[src/rtl/hs_fifo.sv]
// First-word fall-through elastic buffer on a valid/ready link.
// Both handshake outputs come straight from registered pointers, so there are no through-paths.
module hs_fifo #(
  parameter int unsigned DATA_W = 3,
  parameter int unsigned DEPTH  = 4
) (
  input  logic                         sys_clk,
  input  logic                         sys_rst_n,
  input  logic                         s_valid,
  input  logic [DATA_W-1:0]            s_data,
  output logic                         s_ready,
  output logic                         m_valid,
  output logic [DATA_W-1:0]            m_data,
  input  logic                         m_ready,
  output logic [$clog2(DEPTH+1)-1:0]   count
);

  localparam int unsigned AW = $clog2(DEPTH);
  localparam int unsigned PW = AW + 1;
  localparam int unsigned CW = $clog2(DEPTH + 1);

  logic [DATA_W-1:0] mem [DEPTH];
  logic [PW-1:0]     wr_ptr_q, wr_ptr_d;
  logic [PW-1:0]     rd_ptr_q, rd_ptr_d;
  logic [PW-1:0]     fill;
  logic              empty, full, push, pop;

  // Extra MSB on each pointer separates the full case from the empty case.
  assign empty = (wr_ptr_q == rd_ptr_q);
  assign full  = (wr_ptr_q[AW-1:0] == rd_ptr_q[AW-1:0]) && (wr_ptr_q[AW] != rd_ptr_q[AW]);

  assign s_ready = !full;
  assign m_valid = !empty;
  assign m_data  = mem[rd_ptr_q[AW-1:0]];

  assign push = s_valid && s_ready;
  assign pop  = m_valid && m_ready;

  assign fill  = wr_ptr_q - rd_ptr_q;
  assign count = CW'(fill);

  always_comb begin
    wr_ptr_d = wr_ptr_q;
    rd_ptr_d = rd_ptr_q;
    if (push) wr_ptr_d = wr_ptr_q + PW'(1);
    if (pop)  rd_ptr_d = rd_ptr_q + PW'(1);
  end

  always_ff @(posedge sys_clk or negedge sys_rst_n) begin
    if (!sys_rst_n) begin
      wr_ptr_q <= '0;
      rd_ptr_q <= '0;
    end else begin
      wr_ptr_q <= wr_ptr_d;
      rd_ptr_q <= rd_ptr_d;
    end
  end

  // Storage is deliberately not reset; the pointers alone decide what is valid.
  always_ff @(posedge sys_clk) begin
    if (push) mem[wr_ptr_q[AW-1:0]] <= s_data;
  end

endmodule

[config.mk]
export PLATFORM = sky130hd
export DESIGN_NAME = hs_fifo
export DESIGN_NICKNAME = d
export VERILOG_FILES = /design/src/rtl/hs_fifo.sv
export SDC_FILE = /design/constraint.sdc
export NUM_CORES = 1
export LEC_CHECK = 0
export BUFFER_PORTS_ARGS = -buffer_cell sky130_fd_sc_hd__clkbuf_2
export CORE_UTILIZATION = 57
export CTS_CLUSTER_DIAMETER = 200
export DETAILED_ROUTE_END_ITERATION = 8
export PLACE_DENSITY = 0.92
export SLEW_MARGIN = 20
export SYNTH_ARGS = -nofsm -noshare
export SYNTH_HDL_FRONTEND = slang
export SYNTH_SLANG_ARGS = --single-unit
[constraint.sdc]
create_clock -name sys_clk -period 3.8 [get_ports sys_clk]
set_input_delay 0.38 -clock sys_clk [delete_from_list [all_inputs] [get_ports sys_clk]]
set_output_delay 0.38 -clock sys_clk [all_outputs]
set_load 0.03 [all_outputs]
# --- Word level (Yosys, flattened, before mapping) ---
# Memories as Yosys holds them, arrays and structs flattened.
# Index checks and enable logic that the tools add are counted.
classes:
  add_sub_neg: 3
  eq_ne: 3
  muxes: 2
  reduce_logical: 5
ops:
  columns: ["cell", "count"]
  rows:
  - ["$add A3 B1 Y3 const B", 2]
  - ["$eq A3 B3 Y1", 1]
  - ["$logic_and A1 B1 Y1", 3]
  - ["$sub A3 B3 Y3", 1]
  - ["$eq A2 B2 Y1", 1]
  - ["$logic_not A1 Y1", 2]
  - ["$mux W1", 2]
  - ["$ne A1 B1 Y1", 1]
totals:
  reg_bits: 6
  in_bits: 7
  n_memories: 1
  word_cells: 16
  ram_bits: 12
memory_table:
  columns: ["name", "depth", "word_bits", "read_ports", "rd_clocked_by_memory_dff", "wr", "line_no", "text"]
  rows:
  - ["mem", 4, 3, 1, 0, 1, "22", "logic [DATA_W-1:0] mem [DEPTH];"]

# --- Logic depth before layout (Yosys ltp) ---
depth:
  ltp_word: 6
  mapped_depth: 5
  depth_no_buf: 5

# --- Least setup slack after synthesis ---
# Ideal clock, no wire load.
synth_timing:
  path_kind: "reg2out"
  start: "reg rd_ptr_q[0]"
  end: "out count[2]"
  setup_slack_ns: 1.825
  t_arrival_ns: 1.595
  path_stages_with_launch: 4
  cell_sequence: "dfrtp_1 -> ha_1 -> fa_1 -> xnor2_1"
synth_between:
  elab_chain_cells: 1
synth_lines:
  columns: ["element", "line_no", "text"]
  rows:
  - ["start, declared", "24", "logic [PW-1:0] rd_ptr_q, rd_ptr_d;"]
  - ["start signal, assigned", "55", "rd_ptr_q <= rd_ptr_d;"]
  - ["$sub A3 B3 Y3", "39", "assign fill = wr_ptr_q - rd_ptr_q;"]
  - ["end, declared", "15", "output logic [$clog2(DEPTH+1)-1:0] count"]
# Every way passes these cells.

# --- Worst setup path after layout ---
# Same ends and word-level chain as after synthesis.

==> run_results.csv <==
group,metric,value,unit
yosys,syn_area,877,um^2
setup_path,critPathSlowestCell,"dfrtp_1",
cells_and_area,stdcell_count,93,
setup_path,cp_num_buf_inv,1,
setup_path,cp-end-kind,"output pin",
yosys,synth_edf_count,12,
timing,slew_headroom,0.765,
cells_and_area,num-fill-cells,88,
yosys,ys_ff_latch,18,
cells_and_area,area_growth,15.4,%
yosys,postSynthAreaPerCell,14.9,um^2
setup_path,r2r_end,"rd_ptr_q[1]",
clock_network,clkSlewWorstSetupHoldPaths,0.10,ns
timing,hold_viol_final,0,
cells_and_area,nets,94,
clock_network,clk_latency,0.30,ns
setup_path,r2r_cells,5,
place,dp_cells,88,
worst_hold_path,min-delay-path-class,"primary input to flip-flop",
floorplan,num_io_pins,15,
yosys,synth_cell_type_count,17,
setup_path,crit_required,3.42,ns
global_route,antenna_found_initial,0,
setup_path,r2r_start,"rd_ptr_q[1]",
floorplan,dieArea,1700,um^2
place,io_buffers,14,
clock_network,clockBufferDepth,2,
yosys,syn_nets,74,
clock_network,cts_tree,"done",
global_route,grt_use_met2,0.355,
setup_path,worst_ep_arrival_time,1.84,ns
floorplan,start_util,0.642,
worst_hold_path,min_to,"mem[0][1]",
timing,final.setup.tns,0,ns
detailed_routing,wl_per_cell,16.3,um
place,routabilityCongestion,0.755,
floorplan,die_h,41.2,um
cells_and_area,final_common_cell,"clkbuf_2",
worst_hold_path,min_path_cells,1,
detailed_routing,drt-initial-drc-count,10,
global_route,grt_busiest_layer,"met2",
yosys,synthArstFlopShare,0.333,
timing,tightest_slew,0.350,ns
worst_hold_path,min_from,"s_data[1]",
floorplan,coreArea,1370,um^2
setup_path,path_cells,"ha_1 > fa_1 > xnor2_1 > clkbuf_2",
cells_and_area,final_util,0.741,
timing,rsz0062_at_grt,"no",
status,outcome,"finished clean",
floorplan,die_x,41.2,um
yosys,synthCells,59,
global_route,grt_remaining_overflow,0,
timing,period_needed,2.22,ns
detailed_routing,dr.pass1.iters,4,
setup_path,startpoint_type,"flip-flop",
clock_network,clock-sinks,18,
cells_and_area,drive_gt1_frac,0.321,
clock_network,htreeDepth,1,
timing,setup_viol,0,
timing,period_share,0.585,
setup_path,rrSetupSlack,1.98,ns
timing,clock_skew,0.0114,ns
global_route,grt_pass1_vias,503,
timing,maxSlewViolCount,0,
clock_network,clockRootBuffer,"clkbuf_4",
clock_network,cts_buffers,3,
flow_run,maxCapViolCount,0,
global_route,grt_pass1_wl,2370,um
detailed_routing,drc,0,
cells_and_area,mostFrequentLayoutCells,"14 x clkbuf_2, 12 x edfxtp_1, 7 x ha_1, 6 x inv_1, 6 x dfrtp_1",
setup_path,crit_fanout,6,
detailed_routing,num_vias,527,
cells_and_area,antenna_cells,0,
floorplan,rows,13,
setup_path,cp_top_family,"adder cells",
global_route,grt_max_degree,11,
setup_path,crit_type,"flip-flop to output pin",
global_route,grtUsageTotal,0.245,
detailed_routing,drt_wl_total,1520,um
global_route,met3_usage,0.0652,
detailed_routing,drtAntennaViolNets,0,
detailed_routing,vias_per_cell,5.67,
yosys,synth_ff_type,"edfxtp_1",
yosys,yosysSeqAreaShare,0.582,
setup_path,critPathMaxStageDelay,0.50,ns
timing,fmax,0.450,GHz
clock_network,post-cts-setup-buffer-count,0,
yosys,ys_warn_count,0,
global_route,gr-usage-met1,0.304,
worst reg2reg max path: cells and delay by family (launching register included):
kind                       cells  cell delay, ns
AOI/OAI and AO/OA              1            0.28
adders and majority gates      1            0.33
buffers and inverters          1            0.08
DFF                            1            0.53
muxes                          1            0.32
and+or+nand+nor                1            0.16
cell type report:
type	instances	area (um^2)	share of cell area
clock buffer	4	36.3	0.0358
inverter	6	22.5	0.0222
multi-input combinational	35	344	0.340
tap	15	18.8	0.0185
sequential	18	510	0.504
timing repair buffer	15	80.1	0.0791
per-stage QoR:
stage | area, um^2 | hold WS, ns | worst slack, ns
detailed placement | 966 | 0.221 | 1.92
floorplan | 877 | 0.0844 | 1.83
finish | 1010 | 0.302 | 1.58
global route | 1010 | 0.290 | 1.49
global placement | 966 | 0.216 | 1.95
CTS | 1010 | 0.292 | 1.58
kinds of logic (layout without fill, tap and decap cells):
family,count (synthesis),in the layout,share of synthesized area
AND/OR/NAND/NOR,11,11,0.0613
multiplexers,7,7,0.131
flip-flops,18,18,0.582
buffers and inverters,6,25,0.0257
XOR/XNOR,5,5,0.0499
adder cells (fa/ha/maj),8,8,0.123
AO/OA/AOI/OAI,4,4,0.0271
sequential cells by signal (all words and copies together), names as in the netlist:
name      flops
mem          12
wr_ptr_q      3
rd_ptr_q      3
cells in the mapped netlist (2+ instances only):
| library cell | n | area share |
|---|---|---|
| edfxtp_1 | 12 | 0.41 |
| o21ai_0 | 2 | 0.011 |
| ha_1 | 7 | 0.10 |
| dfrtp_1 | 6 | 0.17 |
| mux2_2 | 2 | 0.026 |
| mux4_2 | 3 | 0.077 |
| and3_1 | 4 | 0.029 |
| inv_1 | 6 | 0.026 |
| nand2_1 | 5 | 0.021 |
| xnor2_1 | 4 | 0.040 |
| nand3_1 | 2 | 0.011 |
per-layer routing:
layer | vias up | share of wire
li1 | 252 | -
met2 | 19 | 0.51
met1 | 250 | 0.39
met4 | 0 | 0.040
met3 | 6 | 0.057
met5 | - | 0
worst max-delay path by stage:
stage,startpoint,endpoint,depth (start not counted)
after detailed placement,rd_ptr_q[0],count[2],4
after global routing,rd_ptr_q[0],count[2],4
after global placement,rd_ptr_q[0],count[2],4
after CTS,rd_ptr_q[0],count[2],4
after floorplan,rd_ptr_q[0],count[2],3
final,rd_ptr_q[0],count[2],4
timing repair:
item                      in CTS  in global routing
gates resized for setup        0                  0
hold endpoints to repair       6                  0
hold buffers                   1                  0
Power is not shown: default switching activity piles up to over one toggle a cycle in this logic, so the estimate is an artifact.
